## config.mk

```make
export PLATFORM = sky130hd
export DESIGN_NAME = z80_io_resp
export DESIGN_NICKNAME = d
export VERILOG_FILES = /design/src/rtl/z80_io_resp.sv
export SDC_FILE = /design/constraint.sdc
export NUM_CORES = 1
export LEC_CHECK = 0
export ABC_AREA = 1
export CORE_AREA = 3 3 78 80
export DETAILED_ROUTE_END_ITERATION = 10
export DIE_AREA = 0 0 81 83
export HOLD_SLACK_MARGIN = 0.02
export MAX_ROUTING_LAYER = met4
export PLACE_DENSITY = 0.8
export REMOVE_ABC_BUFFERS = 1
export SYNTH_ARGS = -nofsm -noshare
export SYNTH_HDL_FRONTEND = slang
export SYNTH_SLANG_ARGS = --single-unit
```

## constraint.sdc

```tcl
create_clock -name CLK_4M -period 1.4 [get_ports CLK_4M]
set_input_delay 0.28 -clock CLK_4M [delete_from_list [all_inputs] [get_ports CLK_4M]]
set_output_delay 0.28 -clock CLK_4M [all_outputs]
set_load 0.05 [all_outputs]
```

## src/rtl/z80_io_resp.sv

```systemverilog
// Z80-side I/O responder: command mailbox from the 68k, reply latch, NMI
// request generation and ROM window bank registers.
`timescale 1ns/1ps
module z80_io_resp (
  input  logic        CLK_4M,
  input  logic        nRESET,
  input  logic [15:0] SDA,
  input  logic [7:0]  SDD_IN,
  output logic [7:0]  SDD_OUT,
  output logic        SDD_OE,
  input  logic        nIORQ,
  input  logic        nMREQ,
  input  logic        nRD,
  input  logic        nWR,
  input  logic [7:0]  CMD_DATA,
  input  logic        CMD_WR,
  output logic [7:0]  REPLY,
  output logic        CMD_PENDING,
  output logic        nNMI,
  output logic [7:0]  BANK0,
  output logic [7:0]  BANK1,
  output logic [7:0]  BANK2,
  output logic [7:0]  BANK3
);

  localparam logic [4:0] PORT_CMD     = 5'h00;
  localparam logic [4:0] PORT_NMI_EN  = 5'h08;
  localparam logic [4:0] PORT_REPLY   = 5'h0C;
  localparam logic [4:0] PORT_NMI_DIS = 5'h18;

  logic [4:0] port;
  logic       bank_port;
  logic       io_rd, io_wr, int_ack;
  logic       rd_q, wr_q, armed;
  logic       rd_fire, wr_fire, nmi_dis_now;
  logic [7:0] cmd_q;
  logic [7:0] reply_q;
  logic       pending_q, nmi_en_q, nmi_n_q;
  logic [7:0] bank_q [4];
  logic       unused_sda;

  assign port       = SDA[4:0];
  assign bank_port  = (port[4:2] == 3'b010);
  assign unused_sda = ^SDA[7:5];

  assign io_rd   = !nIORQ && !nRD && nMREQ;
  assign io_wr   = !nIORQ && !nWR && nMREQ;
  assign int_ack = !nIORQ && nRD && nWR && nMREQ;

  // armed stays low for the first edge after reset so an access already in
  // progress at release only establishes history instead of firing.
  assign rd_fire     = io_rd && !rd_q && armed;
  assign wr_fire     = io_wr && !wr_q && armed;
  assign nmi_dis_now = wr_fire && (port == PORT_NMI_DIS);

  always_comb begin
    SDD_OUT = '0;
    SDD_OE  = 1'b0;
    if (nWR) begin
      if (io_rd && port == PORT_CMD) begin
        SDD_OUT = cmd_q;
        SDD_OE  = 1'b1;
      end else if ((io_rd && bank_port) || int_ack) begin
        SDD_OUT = '1;
        SDD_OE  = 1'b1;
      end
    end
  end

  always_ff @(posedge CLK_4M or negedge nRESET) begin
    if (!nRESET) begin
      rd_q      <= 1'b0;
      wr_q      <= 1'b0;
      armed     <= 1'b0;
      cmd_q     <= '0;
      reply_q   <= '0;
      pending_q <= 1'b0;
      nmi_en_q  <= 1'b0;
      nmi_n_q   <= 1'b1;
      bank_q[0] <= 8'h1E;
      bank_q[1] <= 8'h0E;
      bank_q[2] <= 8'h06;
      bank_q[3] <= 8'h02;
    end else begin
      armed <= 1'b1;
      rd_q  <= io_rd;
      wr_q  <= io_wr;

      if (rd_fire && port == PORT_CMD) begin
        pending_q <= 1'b0;
        nmi_n_q   <= 1'b1;
      end
      if (rd_fire && bank_port)
        bank_q[port[1:0]] <= SDA[15:8];

      if (wr_fire) begin
        case (port)
          PORT_NMI_EN:  nmi_en_q <= 1'b1;
          PORT_NMI_DIS: begin
            nmi_en_q <= 1'b0;
            nmi_n_q  <= 1'b1;
          end
          PORT_REPLY:   reply_q <= SDD_IN;
          PORT_CMD:     nmi_n_q <= 1'b1;
          default:      ;
        endcase
      end

      // A new command overrides a simultaneous read acknowledge, but an NMI
      // disable on the same edge keeps the request line released.
      if (CMD_WR) begin
        cmd_q     <= CMD_DATA;
        pending_q <= 1'b1;
        if (nmi_en_q && !nmi_dis_now)
          nmi_n_q <= 1'b0;
      end
    end
  end

  assign REPLY       = reply_q;
  assign CMD_PENDING = pending_q;
  assign nNMI        = nmi_n_q;
  assign BANK0       = bank_q[0];
  assign BANK1       = bank_q[1];
  assign BANK2       = bank_q[2];
  assign BANK3       = bank_q[3];

endmodule

```

==> results of run 1 <==
## critical path: stages
cell	delay (ns)
buf_8	0.10
nor2_4	0.17
buf_4	0.14
nand4_1	0.11
buf_6	0.19
nor2_4	0.13
nor2_4	0.05
buf_12	0.14
## cell usage in the layout, fill, tap and decap left out, types with 2 or more instances in the layout
cell and instances:
buf_2 4, nand3_1 12, buf_4 21, clkbuf_8 5, nand3_4 7, inv_2 2
inv_1 18, dfrtp_1 43, nor2_4 21, nand3_2 4, a21oi_1 2, clkinv_4 2
clkdlybuf4s50_1 25, o21ai_1 22, o21ai_2 10, buf_6 4, dfstp_2 11, nand2_4 2
buf_12 54, nor2_1 10, nand2_1 80
## cells by family after synthesis
kind of cell	after synthesis	synth area share
AND/OR/NAND/NOR	134	0.2637
AO/OA/AOI/OAI	35	0.09057
other	1	0.001597
buffers and inverters	29	0.06286
flip-flops	54	0.5812
## power groups by stage
stage / Clock (uW) / Sequential, uW / Combinational, uW
2_1_floorplan: 0 / 1890 / 157
3_3_place_gp: 0 / 1740 / 775
3_5_place_dp: 0 / 1750 / 795
4_1_cts: 1040 / 1730 / 827
5_1_grt: 1110 / 1740 / 887
6_report: 1020 / 1730 / 838
## sequential cells by signal, summed over array words and instances (netlist names)
name,cells
BANK0,8
BANK3,8
BANK2,8
nmi_en_q,1
cmd_q,8
BANK1,8
REPLY,8
wr_q,1
nNMI,1
armed,1
CMD_PENDING,1
rd_q,1
## cell type report
type | count | share of cell area
clock buffer | 6 | 0.01681
tap | 72 | 0.02086
clock inverter | 2 | 0.008983
inverter | 23 | 0.02173
multi-input combinational | 174 | 0.2428
sequential | 54 | 0.3161
timing repair buffer | 113 | 0.3726
## final timing paths
check,startpoint,end,slack (ns),cells after the start
max in group asynchronous,nRESET,BANK3[1],0.61,3
worst max register to register,rd_q,BANK3[6],0.12,6
worst min register to register,BANK0[1],BANK0[1],0.50,2
min in group asynchronous,nRESET,REPLY[6],0.50,3
worst min-delay path,nIORQ,wr_q,0.30,4
worst max-delay path,SDA[4],SDD_OUT[2],-0.20,8
## per-stage QoR
stage                     std cells  setup WS [ns]  power (uW)    util  hold WS, ns
after CTS                       437        -0.1750        3597  0.7725       0.2630
after floorplan                 247        -0.3927        2045       -     -0.01559
final                           444        -0.2045        3590  0.7890       0.2989
after global routing            444        -0.2639        3733  0.7890       0.3015
after global placement          423        -0.6169        2518  0.7140       0.2899
after detailed placement        423        -0.7404        2541  0.7140       0.2915
## routing by layer
metal	GRT usage	part of all wire	up-vias
li1	-	-	1048
met1	0.2700	0.40	1062
met2	0.3607	0.53	97
met3	0.04447	0.058	11
met4	0.05376	0.011	0
met5	-	0	-
## timing repair
action | 4_1_cts | 5_1_grt
gates cloned | 1 | 3
setup endpoints to repair | 49 | 20
hold buffers | 1 | 0
gates resized for setup | 78 | 6
buffers inserted | 4 | 4
hold endpoints to repair | 43 | 0
pin swaps | 13 | 10
==> out/results.ini, run 1 <==
[floorplanning]
coreArea_sq_mm = 0.005473
row_count = 27
die_width_microns = 81
fp.dieArea_sq_mm = 0.006723
initial_utilization = 0.4291
die_h_microns = 83
io_pins = 90

[final_layout]
final-seq-area_sq_mm = 0.001365
n_fill_cell = 331
antenna_cells = 0
finalInstanceArea_sq_mm = 0.004318
multi_input_area_sq_mm = 0.001049
area_growth_pct = 83.86
layout-drive-gt1-share = 0.4086
nNetsFinal = 410

[clocking]
numClockSinks = 54
numCtsBuffers = 5
clk_latency_ns = 0.30
cts-root-buf = clkbuf_8
tritoncts = yes
clk_pin_slew_ns = 0.09
clock_path_buffers = 2
h-tree-depth = 2

[timing]
worst_slack_ns = -0.2045
fmax_mhz = 623.2
tns_ns = -1.608
fin_crit_sh = 1.146
final.min_clock_period_ns = 1.605
fin_skew_ns = 0.01063
hold_viol_final = 0
setup_violations = 9
drv_slew = 0
rsz0062_at_grt = true

[global_routing]
first_global_vias = 2319
antenna_found_initial = 0
grt_pass1_wl_microns = 11160
grt_use_total = 0.2174
grt_overflow = 0
grt_max_degree = 55

[routing]
final_antenna_net_count = 0
vias = 2218
wirelength_microns = 6908
drc_errors = 0
first_pass_iters = 4
drt_first_iter_violations = 110
wire_per_inst_microns = 15.56
avgViaCountPerCell = 4.995

[run_status]
status = finished with violations
violations = negative setup slack

[job]
drv_cap = 0

[power_and_ir_drop]
p_seq_frac = 0.482
pwr-share-clk = 0.285
leakagePower_uw = 0.001958
internal-power_uw = 2582
vdd_drop_max_mv = 0.6854
switchingPower_uw = 1008
power_per_cell_area_mw_per_mm2 = 831.5
comb_power_share = 0.233
switching_share = 0.2809

[placed_design]
dp.final_hpwl_microns = 4676
place_congestion = 0.7572
dpl_cell_area_sq_mm = 0.003908
numPortBuffers = 86

[synth]
yosys.area.top_type_share = 0.4582
ys_types = 24
ys_dominant_reg_cell = dfrtp_1
ys_seq_elements = 54
ys_async_sr_fraction = 1.000
yosysSeqAreaShare = 0.5812
ys_warn_count = 0
syn_area_sq_mm = 0.002349
synth_common_cells = 81 x nand2_1, 43 x dfrtp_1, 27 x nor2_1
synth_area_leaders = dfrtp_1 46%, nand2_1 13%, dfstp_2 12%, o21ai_1 4.7%, nor2_1 4.3%
synth.largest_area_cell = dfrtp_1
syn_inst = 253
synth_edf_count = 0
synth.most_common_cell = nand2_1
avgSynthCellArea_sq_um = 9.283

[worst_setup_path]
worst-path-max-fanout = 8
cp-start-kind = primary input
worstSetupPathType = in -> out
arrival_ns = 1.32
crit_path_end_kind = primary output
crit_required_ns = 1.12

[hold_path]
worstHoldPathType = in -> reg

(Power assumes the default switching activity.)
==> run 2, diff against run 1 <==
--- a/config.mk
+++ b/config.mk
@@ -9,6 +9,7 @@
 export CORE_AREA = 3 3 78 80
 export DETAILED_ROUTE_END_ITERATION = 10
 export DIE_AREA = 0 0 81 83
+export GPL_ROUTABILITY_DRIVEN = 1
 export HOLD_SLACK_MARGIN = 0.02
 export MAX_ROUTING_LAYER = met4
 export PLACE_DENSITY = 0.8
==> results of run 2 <==
Same layout as run 1: the final DEF is identical, and so are final timing and power.
==> run 3, diff against run 2 <==
--- a/config.mk
+++ b/config.mk
@@ -5,14 +5,13 @@
 export SDC_FILE = /design/constraint.sdc
 export NUM_CORES = 1
 export LEC_CHECK = 0
-export ABC_AREA = 1
-export CORE_AREA = 3 3 78 80
+export CORE_AREA = 3 3 81 76
 export DETAILED_ROUTE_END_ITERATION = 10
-export DIE_AREA = 0 0 81 83
+export DIE_AREA = 0 0 84 79
 export GPL_ROUTABILITY_DRIVEN = 1
 export HOLD_SLACK_MARGIN = 0.02
 export MAX_ROUTING_LAYER = met4
-export PLACE_DENSITY = 0.8
+export PLACE_DENSITY = 0.79
 export REMOVE_ABC_BUFFERS = 1
 export SYNTH_ARGS = -nofsm -noshare
 export SYNTH_HDL_FRONTEND = slang
==> run 3 against run 2 <==
Effect of this change: the flow still finishes with violations (negative setup slack); clock skew down 0.0082 ns; combinational power up 7.8%; via count shrank 14%; sequential share of layout area fell by 0.88 points; final cell count down 20%; global-route usage barely moved; sequential cell count is the same; total power fell by 1.5%; die area shrank 1.3%; synthesized cell count is 38% lower; routed wire length is 6.8% higher; worst hold slack lost 0.0072 ns; highest routed layer unchanged.
==> out/results.ini, run 3 <==
[placed_design]
place_congestion = 0.7921  ; +4.6%
dp.final_hpwl_microns = 4419  ; -5.5%
place_inst = 326  ; -23%
dpl_cell_area_sq_mm = 0.003812  ; -2.4%
numPortBuffers = 86  ; unchanged

[global_routing]
grt_overflow = 0  ; unchanged
first_global_vias = 2090  ; -9.9%
grt_max_degree = 55  ; unchanged
grt_use_total = 0.2177  ; +0.0002204
grt_pass1_wl_microns = 10980  ; -1.7%
antenna_found_initial = 0  ; unchanged

[floorplanning]
fp.dieArea_sq_mm = 0.006636  ; -1.3%
die_h_microns = 79  ; -4.8%
io_pins = 90  ; unchanged
coreArea_sq_mm = 0.005286  ; -3.4%
die_width_microns = 84  ; +3.7%
initial_utilization = 0.4315  ; +0.002353
row_count = 25  ; -7.4%

[power_and_ir_drop]
switchingPower_uw = 1022  ; +1.3%
p_seq_frac = 0.491  ; +0.009
finalPower_uw = 3537  ; -1.5%
internal-power_uw = 2515  ; -2.6%
comb_power_share = 0.255  ; +0.022
switching_share = 0.2888  ; +0.007984
power_per_cell_area_mw_per_mm2 = 796.2  ; -4.2%
pwr-share-clk = 0.254  ; -0.031
vdd_drop_max_mv = 0.7910  ; +15%
leakagePower_uw = 0.002004  ; +2.4%

[final_layout]
final_cell_mix = 46 x buf_12, 43 x dfrtp_1, 27 x mux2_4
layout-drive-gt1-share = 0.6899  ; +0.2813
finalInstanceArea_sq_mm = 0.004442  ; +2.9%
n_fill_cell = 260  ; -21%
nNetsFinal = 325  ; -21%
layout_commonest_cell = buf_12
instances_no_fill = 354  ; -20%
area_growth_pct = 94.73
antenna_cells = 0  ; unchanged
final-seq-area_sq_mm = 0.001365  ; unchanged
multi_input_area_sq_mm = 0.001235  ; +18%

[timing]
setup_violations = 50  ; +41
final.min_clock_period_ns = 1.887  ; +0.2820 ns
hold_viol_final = 0  ; unchanged
fmax_mhz = 530.1  ; -15%
fin_skew_ns = 0.002409  ; -0.008225 ns
drv_slew = 0  ; unchanged
worst_slack_ns = -0.4866  ; -0.2820 ns
tns_ns = -10.31  ; -8.707 ns
rsz0062_at_grt = true
fin_crit_sh = 1.348  ; +0.2015

[synth]
syn_inst = 158  ; -38%
synth.most_common_cell = dfrtp_1
ys_seq_elements = 54  ; unchanged
ys_async_sr_fraction = 1.000  ; unchanged
synth_common_cells = 43 x dfrtp_1, 40 x mux2_2, 11 x dfstp_2
synth_edf_count = 0  ; unchanged
ys_warn_count = 0  ; unchanged
synth_area_leaders = dfrtp_1 47%, mux2_2 20%, dfstp_2 13%, mux2_4 5.3%, nor4_1 2.5%
ys_dominant_reg_cell = dfrtp_1
avgSynthCellArea_sq_um = 14.44  ; +56%
yosys.area.top_type_share = 0.4717  ; +0.01357
yosysSeqAreaShare = 0.5985  ; +0.01722
ys_types = 31  ; +29%
syn_area_sq_mm = 0.002281  ; -2.9%
synth.largest_area_cell = dfrtp_1

[worst_setup_path]
worstSetupPathType = reg -> reg
r2r-start = wr_q
worst-path-max-fanout = 8  ; unchanged
setup.worst_path.start = wr_q
crit_required_ns = 1.59  ; +0.47 ns
cp-start-kind = flip-flop
arrival_ns = 2.08  ; +0.76 ns
crit_path_end_kind = flip-flop

[routing]
first_pass_iters = 4  ; unchanged
drc_errors = 0  ; unchanged
avgViaCountPerCell = 5.418  ; +8.5%
wire_per_inst_microns = 20.84  ; +34%
vias = 1918  ; -14%
final_antenna_net_count = 0  ; unchanged
wirelength_microns = 7377  ; +6.8%
drt_first_iter_violations = 86  ; -22%

[clocking]
numClockSinks = 54  ; unchanged
clock_path_buffers = 2  ; unchanged
tritoncts = yes
cts-root-buf = clkbuf_8
h-tree-depth = 2  ; unchanged
numCtsBuffers = 5  ; unchanged
clk_latency_ns = 0.30  ; about the same
clk_pin_slew_ns = 0.09  ; about the same

[run_status]
violations = negative setup slack
status = finished with violations

[job]
drv_cap = 0  ; unchanged

[hold_path]
min-delay-start = nWR
worstHoldPathType = in -> reg

[run 3: layer usage]
layer	vias up	track usage	share of wire
met5	-	-	0
met3	11	0.03631	0.049
li1	849	-	-
met4	0	0.06109	0.017
met1	977	0.2592	0.39
met2	81	0.3847	0.55
[run 3: worst max-delay path, stage by stage (launching register included)]
cell and delay, ns:
dfrtp_1 0.39, or4_4 0.44, or4b_4 0.61, mux2_4 0.34
[run 3: cell families after synthesis]
logic type / synth area share
AND/OR/NAND/NOR: 0.1053
multiplexers: 0.2545
AO/OA/AOI/OAI: 0.02030
flip-flops: 0.5985
buffers and inverters: 0.01975
other: 0.001644
[run 3: area by class of cell]
cell class                      count  share of cell area
Multi-Input combinational cell     98              0.2780
Sequential cell                    54              0.3073
Clock inverter                      2            0.002817
Clock buffer                        6             0.01859
Timing Repair Buffer              124              0.3718
Inverter                            3            0.002535
Tap cell                           67             0.01887
[run 3: through the flow]
step | utilization | hold WS [ns] | setup slack [ns]
finish | 0.8402 | 0.2917 | -0.4866
global route | 0.8402 | 0.2712 | -0.5217
CTS | 0.7993 | 0.2633 | -0.4700
detailed placement | 0.7212 | 0.2949 | -0.9483
global placement | 0.7212 | 0.2929 | -0.9089
floorplan | - | -0.01559 | -0.5845
[run 3: worst paths after layout]
check	end	slack (ns)	cells past startpoint
min in group asynchronous	REPLY[6]	0.49	3
max reg2reg	REPLY[5]	-0.49	3
max in group asynchronous	BANK2[1]	0.61	3
min reg2reg	nmi_en_q	0.54	2
max	REPLY[5]	-0.49	3
min	wr_q	0.29	3
[run 3: power groups by stage]
| stage | combinational (uW) | clock [uW] | sequential [uW] |
|---|---|---|---|
| global route | 939 | 994 | 1750 |
| finish | 903 | 897 | 1740 |
| floorplan | 145 | 0 | 1890 |
| CTS | 839 | 918 | 1730 |
| detailed placement | 763 | 0 | 1750 |
| global placement | 748 | 0 | 1740 |
[run 3: repair_timing]
action | in CTS | in global routing
gates resized for setup | 91 | 39
setup buffers | 8 | 10
pin swaps | 21 | 21
cloned | 3 | 1
hold buffers | 1 | 0
hold endpoints to repair | 43 | 0
endpoints found under the setup margin | 52 | 52
